## config.mk

```make
export PLATFORM = sky130hd
export DESIGN_NAME = conv2d_sequencer
export DESIGN_NICKNAME = d
export VERILOG_FILES = /design/src/rtl/conv2d_sequencer.sv
export SDC_FILE = /design/constraint.sdc
export NUM_CORES = 2
export LEC_CHECK = 0
export ABC_AREA = 1
export BUFFER_PORTS_ARGS = -buffer_cell sky130_fd_sc_hd__buf_2
export CORE_MARGIN = 1
export CORE_UTILIZATION = 64
export CTS_CLUSTER_DIAMETER = 80
export DETAILED_ROUTE_END_ITERATION = 12
export GPL_ROUTABILITY_DRIVEN = 0
export GPL_TIMING_DRIVEN = 0
export MAX_ROUTING_LAYER = met4
export PLACE_DENSITY_LB_ADDON = 0.25
export SLEW_MARGIN = 20
export SYNTH_ARGS = -nofsm -noshare
export SYNTH_HDL_FRONTEND = slang
export SYNTH_SLANG_ARGS = --single-unit
```

## constraint.sdc

```tcl
create_clock -name clk -period 5.45 [get_ports clk]
set_clock_uncertainty 0.2 [all_clocks]
set_input_delay 0.545 -clock clk [delete_from_list [all_inputs] [get_ports clk]]
set_output_delay 0.545 -clock clk [all_outputs]
set_load 0.02 [all_outputs]
```

## src/rtl/conv2d_sequencer.sv

```systemverilog
// ---------------------------------------------------------------------------
// conv2d_sequencer
//
// Purpose:
//   Walks a complete 2-D convolution over externally held input, weight and
//   bias memories. Every output element takes one bias read, one tap per MAC
//   cycle, a drain cycle for the last product and a write cycle. The block
//   therefore spends IC*K*K+3 cycles on each output.
//
// Ports:
//   clk          sole clock, rising edge
//   rst          asynchronous, active-low reset
//   start        begin one full convolution (sampled only while idle)
//   busy         job in progress (BIAS, MAC, DRAIN, WRITE)
//   done         one-cycle completion pulse
//   in_rd_en     input memory read enable
//   in_addr      input memory address
//   in_rd_data   input data, valid one cycle after the read
//   w_rd_en      weight memory read enable
//   w_addr       weight memory address
//   w_rd_data    weight data, one-cycle latency
//   b_rd_en      bias memory read enable
//   b_addr       bias memory address
//   b_rd_data    bias data, one-cycle latency
//   out_wr_en    result write enable
//   out_addr     result address
//   out_wr_data  result data
//
// Build option:
//   CONV2D_SEQ_RELU_EN  when defined, negative results are written as zero.
// ---------------------------------------------------------------------------
module conv2d_sequencer #(
    parameter int DATA_WIDTH   = 32,
    parameter int BATCH_SIZE   = 1,
    parameter int IN_CHANNELS  = 1,
    parameter int OUT_CHANNELS = 1,
    parameter int IN_HEIGHT    = 4,
    parameter int IN_WIDTH     = 4,
    parameter int KERNEL_SIZE  = 3,
    parameter int STRIDE       = 1,
    parameter int PADDING      = 0,
    localparam int OUT_HEIGHT  = (IN_HEIGHT + 2*PADDING - KERNEL_SIZE) / STRIDE + 1,
    localparam int OUT_WIDTH   = (IN_WIDTH + 2*PADDING - KERNEL_SIZE) / STRIDE + 1,
    localparam int IN_ELEMS    = BATCH_SIZE * IN_CHANNELS * IN_HEIGHT * IN_WIDTH,
    localparam int W_ELEMS     = OUT_CHANNELS * IN_CHANNELS * KERNEL_SIZE * KERNEL_SIZE,
    localparam int B_ELEMS     = OUT_CHANNELS,
    localparam int OUT_ELEMS   = BATCH_SIZE * OUT_CHANNELS * OUT_HEIGHT * OUT_WIDTH,
    localparam int IN_AW       = (IN_ELEMS  > 1) ? $clog2(IN_ELEMS)  : 1,
    localparam int W_AW        = (W_ELEMS   > 1) ? $clog2(W_ELEMS)   : 1,
    localparam int B_AW        = (B_ELEMS   > 1) ? $clog2(B_ELEMS)   : 1,
    localparam int OUT_AW      = (OUT_ELEMS > 1) ? $clog2(OUT_ELEMS) : 1
) (
    input  logic                  clk,
    input  logic                  rst,
    input  logic                  start,
    output logic                  busy,
    output logic                  done,
    output logic                  in_rd_en,
    output logic [IN_AW-1:0]      in_addr,
    input  logic [DATA_WIDTH-1:0] in_rd_data,
    output logic                  w_rd_en,
    output logic [W_AW-1:0]       w_addr,
    input  logic [DATA_WIDTH-1:0] w_rd_data,
    output logic                  b_rd_en,
    output logic [B_AW-1:0]       b_addr,
    input  logic [DATA_WIDTH-1:0] b_rd_data,
    output logic                  out_wr_en,
    output logic [OUT_AW-1:0]     out_addr,
    output logic [DATA_WIDTH-1:0] out_wr_data
);

    localparam int CW = 16;
    typedef logic [CW-1:0] cnt_t;

    localparam cnt_t B_LAST  = cnt_t'(BATCH_SIZE - 1);
    localparam cnt_t OC_LAST = cnt_t'(OUT_CHANNELS - 1);
    localparam cnt_t OY_LAST = cnt_t'(OUT_HEIGHT - 1);
    localparam cnt_t OX_LAST = cnt_t'(OUT_WIDTH - 1);
    localparam cnt_t C_LAST  = cnt_t'(IN_CHANNELS - 1);
    localparam cnt_t K_LAST  = cnt_t'(KERNEL_SIZE - 1);

    typedef enum logic [2:0] {
        IDLE  = 3'd0,
        BIAS  = 3'd1,
        MAC   = 3'd2,
        DRAIN = 3'd3,
        WRITE = 3'd4,
        DONE  = 3'd5
    } state_t;

    state_t                state_q, state_d;
    cnt_t                  b_q, b_d, oc_q, oc_d, oy_q, oy_d, ox_q, ox_d;
    cnt_t                  c_q, c_d, ky_q, ky_d, kx_q, kx_d;
    logic [DATA_WIDTH-1:0] acc_q, acc_d;
    logic                  tap_valid_q, tap_valid_d;

    int                    iy, ix;
    logic                  tap_in_bounds;
    logic [DATA_WIDTH-1:0] prev_prod;
    logic [DATA_WIDTH-1:0] result;

    // Tap coordinates in the (unpadded) input plane; negative or oversized
    // values fall in the zero padding border.
    always_comb begin
        iy = int'(oy_q) * STRIDE + int'(ky_q) - PADDING;
        ix = int'(ox_q) * STRIDE + int'(kx_q) - PADDING;
        tap_in_bounds = (iy >= 0) && (iy < IN_HEIGHT) && (ix >= 0) && (ix < IN_WIDTH);
    end

    // The product arriving this cycle belongs to the tap issued last cycle.
    // A padding tap never read memory, so its stale read data is masked off.
    always_comb begin
        prev_prod = '0;
        if (tap_valid_q) begin
            prev_prod = in_rd_data * w_rd_data;
        end
    end

    always_comb begin
`ifdef CONV2D_SEQ_RELU_EN
        result = acc_q[DATA_WIDTH-1] ? '0 : acc_q;
`else
        result = acc_q;
`endif
    end

    always_comb begin
        state_d     = state_q;
        b_d         = b_q;
        oc_d        = oc_q;
        oy_d        = oy_q;
        ox_d        = ox_q;
        c_d         = c_q;
        ky_d        = ky_q;
        kx_d        = kx_q;
        acc_d       = acc_q;
        tap_valid_d = 1'b0;

        busy        = 1'b0;
        done        = 1'b0;
        in_rd_en    = 1'b0;
        in_addr     = '0;
        w_rd_en     = 1'b0;
        w_addr      = '0;
        b_rd_en     = 1'b0;
        b_addr      = '0;
        out_wr_en   = 1'b0;
        out_addr    = '0;
        out_wr_data = '0;

        unique case (state_q)
            IDLE: begin
                b_d  = '0;
                oc_d = '0;
                oy_d = '0;
                ox_d = '0;
                c_d  = '0;
                ky_d = '0;
                kx_d = '0;
                if (start) begin
                    state_d = BIAS;
                end
            end

            BIAS: begin
                busy    = 1'b1;
                b_rd_en = 1'b1;
                b_addr  = B_AW'(oc_q);
                state_d = MAC;
            end

            MAC: begin
                busy        = 1'b1;
                w_rd_en     = 1'b1;
                w_addr      = W_AW'(((int'(oc_q) * IN_CHANNELS + int'(c_q)) * KERNEL_SIZE
                                     + int'(ky_q)) * KERNEL_SIZE + int'(kx_q));
                tap_valid_d = tap_in_bounds;
                if (tap_in_bounds) begin
                    in_rd_en = 1'b1;
                    in_addr  = IN_AW'(((int'(b_q) * IN_CHANNELS + int'(c_q)) * IN_HEIGHT
                                       + iy) * IN_WIDTH + ix);
                end

                // The bias read in BIAS lands on the first tap cycle and seeds
                // the accumulator; later cycles fold in the previous product.
                if (c_q == '0 && ky_q == '0 && kx_q == '0) begin
                    acc_d = b_rd_data;
                end else begin
                    acc_d = acc_q + prev_prod;
                end

                if (kx_q != K_LAST) begin
                    kx_d = kx_q + cnt_t'(1);
                end else begin
                    kx_d = '0;
                    if (ky_q != K_LAST) begin
                        ky_d = ky_q + cnt_t'(1);
                    end else begin
                        ky_d = '0;
                        if (c_q != C_LAST) begin
                            c_d = c_q + cnt_t'(1);
                        end else begin
                            c_d     = '0;
                            state_d = DRAIN;
                        end
                    end
                end
            end

            DRAIN: begin
                busy    = 1'b1;
                acc_d   = acc_q + prev_prod;
                state_d = WRITE;
            end

            WRITE: begin
                busy        = 1'b1;
                out_wr_en   = 1'b1;
                out_addr    = OUT_AW'(((int'(b_q) * OUT_CHANNELS + int'(oc_q)) * OUT_HEIGHT
                                       + int'(oy_q)) * OUT_WIDTH + int'(ox_q));
                out_wr_data = result;
                state_d     = BIAS;
                if (ox_q != OX_LAST) begin
                    ox_d = ox_q + cnt_t'(1);
                end else begin
                    ox_d = '0;
                    if (oy_q != OY_LAST) begin
                        oy_d = oy_q + cnt_t'(1);
                    end else begin
                        oy_d = '0;
                        if (oc_q != OC_LAST) begin
                            oc_d = oc_q + cnt_t'(1);
                        end else begin
                            oc_d = '0;
                            if (b_q != B_LAST) begin
                                b_d = b_q + cnt_t'(1);
                            end else begin
                                b_d     = '0;
                                state_d = DONE;
                            end
                        end
                    end
                end
            end

            DONE: begin
                done    = 1'b1;
                state_d = IDLE;
            end

            default: begin
                state_d = IDLE;
            end
        endcase
    end

    always_ff @(posedge clk or negedge rst) begin
        if (!rst) begin
            state_q     <= IDLE;
            b_q         <= '0;
            oc_q        <= '0;
            oy_q        <= '0;
            ox_q        <= '0;
            c_q         <= '0;
            ky_q        <= '0;
            kx_q        <= '0;
            acc_q       <= '0;
            tap_valid_q <= 1'b0;
        end else begin
            state_q     <= state_d;
            b_q         <= b_d;
            oc_q        <= oc_d;
            oy_q        <= oy_d;
            ox_q        <= ox_d;
            c_q         <= c_d;
            ky_q        <= ky_d;
            kx_q        <= kx_d;
            acc_q       <= acc_d;
            tap_valid_q <= tap_valid_d;
        end
    end

endmodule

```

==> summary.txt <==
Outcome
  • Status: finished with violations
  • Failing checks: negative setup slack

STA
  • Slew @ Worst Pin: 1070 ps
  • Fin crit period: 8640 ps
  • Final WS setup: -3190 ps
  • Final period utilization: 1.59
  • Fin Hold WS: 115 ps
  • Peak Freq: 116 MHz
  • Max-slew headroom: 0.285
  • # setup viols final: 24
  • Final hold vios: 0
  • Final Max Slew Viols: 0
  • RSZ-0062 raised after global routing: true

Critical path
  • R2R Setup Slk: 1790 ps
  • Buf+Inv Stages, Crit Path: 10
  • Worst path slowest cell: fa_1
  • Crit path kind: in -> reg
  • CP arrival: 8800 ps
  • Peak fanout along the critical path: 10
  • CP top delay family: adder cells
  • CP peak stage delay: 560 ps
  • Crit start category: primary input
  • CP required: 5600 ps
  • Crit. End Element: register
  • Cell mode on critical path: fa_1

Logic synthesis
  • Warnings, synthesis: 0
  • Mean post-synth cell area: 7.30 um^2
  • Compound-gate portion of the synthesized area: 0.0912
  • Simple-Gate Fraction of Synth Area: 0.205
  • Syn_nets: 4583
  • Async SR Flop Fraction: 1.00
  • Xor and xnor area share after synthesis: 0.0230
  • Post-synth top area share: 0.297
  • EDFF count, synth: 0
  • Post-synthesis mux area share: 0
  • Main combinational cell family by area after synthesis: adder cells
  • Post-synth cell types: 61
  • Post-synthesis adder-cell area fraction: 0.391
  • Post-Syn Area: 28100 um^2
  • #FFs+latches synth: 148
  • Seq/Total Area, Yosys: 0.132
  • Top FF cell, synth: dfrtp_1
  • Mapped Cells: 3856
  • Dominant cells by area after synthesis: fa_1, inv_1, dfrtp_1, nand2_1, ha_1
  • Cell taking the most area after synthesis: fa_1

GRT
  • GRT Total Usage: 0.420
  • GR Overflow Total: 0
  • Largest net degree at the start of global routing: 94
  • First-pass GRT wire length: 139000 um
  • Vias in the first global route: 26600
  • Initial antenna violation count: 2

Clock tree
  • Clk pin slew, worst setup/hold paths: 60 ps
  • Worst skew pair latency: 470 ps
  • Clk buf depth: 2
  • Sink Count: 148
  • Root Driver: clkbuf_16
  • H-Tree Depth: 4
  • CTS tree: yes
  • CTS Buf Count: 17

Final layout
  • Nets: 4825
  • Ratio of cells with drive above 1 in the final layout: 0.156
  • Area added between synthesis and finish: 17.8%

Routing
  • Initial drt markers: 2752
  • Final wirelength: 90300 um
  • Routed Antenna Nets: 0
  • Avg WL per Cell: 19.2 um
  • Vias: 27100
  • DRC: 0
  • Pre-antenna DRT Iters: 9
  • Via density: 5.77

Floorplan
  • Die Y: 212 um
  • Core outline area: 43200 um^2
  • Row cnt: 76
  • Die W: 212 um
  • Io pins: 148
  • Die area: 44800 um^2
  • Starting Density: 0.652

Placement
  • Post-detail-place hpwl: 66300 um
  • I/O Buffers: 123

Run
  • Max Cap Violations: 0

Min path
  • Worst hold-check path type: in -> reg
==> metal layers <==
layer / up-vias / track usage / wire length [um]
li1: 12100 / - / -
met1: 12700 / 0.513 / 32600
met2: 1750 / 0.638 / 40200
met3: 521 / 0.101 / 10700
met4: 0 / 0.240 / 6730
met5: - / - / 0
==> worst register-to-register path: stages, from the launching register on <==
cell      delay, ps
dfrtp_1         320
clkbuf_1        300
clkbuf_1        470
o21ai_0         180
a21oi_1         150
ha_1            310
a21oi_1         280
o21ai_0         190
a21oi_1         270
nor2_2           60
nor3_2          200
o31ai_2         110
a21oi_1         180
o21ai_1         140
o211ai_1        100
o21ai_1          80
==> sequential cells by signal, summed over array words and instances (netlist names) <==
signal,flops
c_q,16
oy_q,16
ox_q,16
state_q,3
kx_q,16
acc_q,32
oc_q,16
ky_q,16
tap_valid_q,1
b_q,16
==> kinds of logic (layout without fill, tap and decap cells) <==
group | after synthesis | count (layout)
compound gates | 461 | 461
xor+xnor | 74 | 74
fa+ha+maj | 628 | 628
buf+inv | 1177 | 1432
flops | 148 | 148
other cells | 0 | 2
simple gates | 1368 | 1368
==> layout make-up <==
type / instances / area (um^2)
Clock buffer: 17 / 425
Sequential cell: 148 / 3710
Clock inverter: 15 / 134
Multi-Input combinational cell: 2531 / 21400
Buffer: 130 / 1240
Timing Repair Buffer: 228 / 1600
Tap cell: 585 / 732
Fill cell: 3082 / 10000
Antenna cell: 2 / 5.00
Inverter: 1042 / 3920
==> cell usage after synthesis (27+ instances only) <==
library cell,n
nand2_1,897
nand4_1,47
dfrtp_1,148
o21ai_0,156
a21oi_1,190
o22ai_1,32
xnor2_1,27
ha_1,210
nor2_1,202
inv_1,1029
nand3_1,113
fa_1,418
xor2_1,47
nor3_1,44
clkbuf_1,105
==> worst paths after layout <==
check	startpoint	to	cells past startpoint
worst max-delay path	in_rd_data[17]	acc_q[31]	38
worst min-delay path	b_rd_data[3]	acc_q[3]	3
worst max register to register	tap_valid_q	acc_q[29]	15
worst min register to register	c_q[5]	c_q[5]	1
max in group asynchronous	rst	acc_q[21]	3
min in group asynchronous	rst	c_q[7]	2
==> cells in the final DEF (no fill, tap or decap), types with 9 or more instances in the layout <==
| cell type | instances |
|---|---|
| nand4_1 | 47 |
| clkbuf_1 | 41 |
| o21a_1 | 12 |
| o22ai_1 | 32 |
| nand2_1 | 855 |
| buf_2 | 126 |
| nor2_1 | 191 |
| buf_12 | 9 |
| ha_4 | 40 |
| nor3_1 | 39 |
| nand2_4 | 14 |
| buf_8 | 13 |
| nand3_2 | 10 |
| fa_2 | 13 |
| clkbuf_2 | 10 |
| a21oi_1 | 144 |
| buf_4 | 89 |
| fa_1 | 405 |
| inv_2 | 51 |
| dfrtp_1 | 146 |
| buf_6 | 27 |
| nand3_1 | 104 |
| xor2_1 | 45 |
| o21ai_1 | 31 |
| nand2_2 | 32 |
| clkbuf_8 | 18 |
| inv_1 | 985 |
| a21oi_4 | 9 |
| o211ai_1 | 9 |
| nor2_4 | 9 |
| o21ai_2 | 11 |
| clkbuf_16 | 29 |
| clkbuf_4 | 9 |
| nor2_2 | 9 |
| o21ai_0 | 113 |
| nor4_1 | 16 |
| ha_1 | 166 |
| a21oi_2 | 37 |
| xnor2_1 | 25 |
==> timing repair <==
item	CTS	global route
buffers inserted	76	29
setup endpoints to repair	26	27
pin swaps	92	93
endpoints found under the hold margin	55	0
resized for setup	244	158
hold buffers	1	0
==> per-stage QoR <==
step / TNS, ps / instances / area, um^2 / util / worst slack [ps]
final: -59400 / 4698 / 33100 / 0.768 / -3190
after global routing: -64860 / 4698 / 33100 / 0.768 / -3450
after CTS: -51440 / 4669 / 32300 / 0.749 / -2710
after detailed placement: -65490 / 4565 / 30300 / 0.702 / -3890
after global placement: -65060 / 4564 / 30200 / 0.701 / -3860
after floorplan: -40080 / 3856 / 28900 / - / -2480
Power is not shown: default switching activity piles up to over one toggle a cycle in this logic, so the estimate is an artifact.
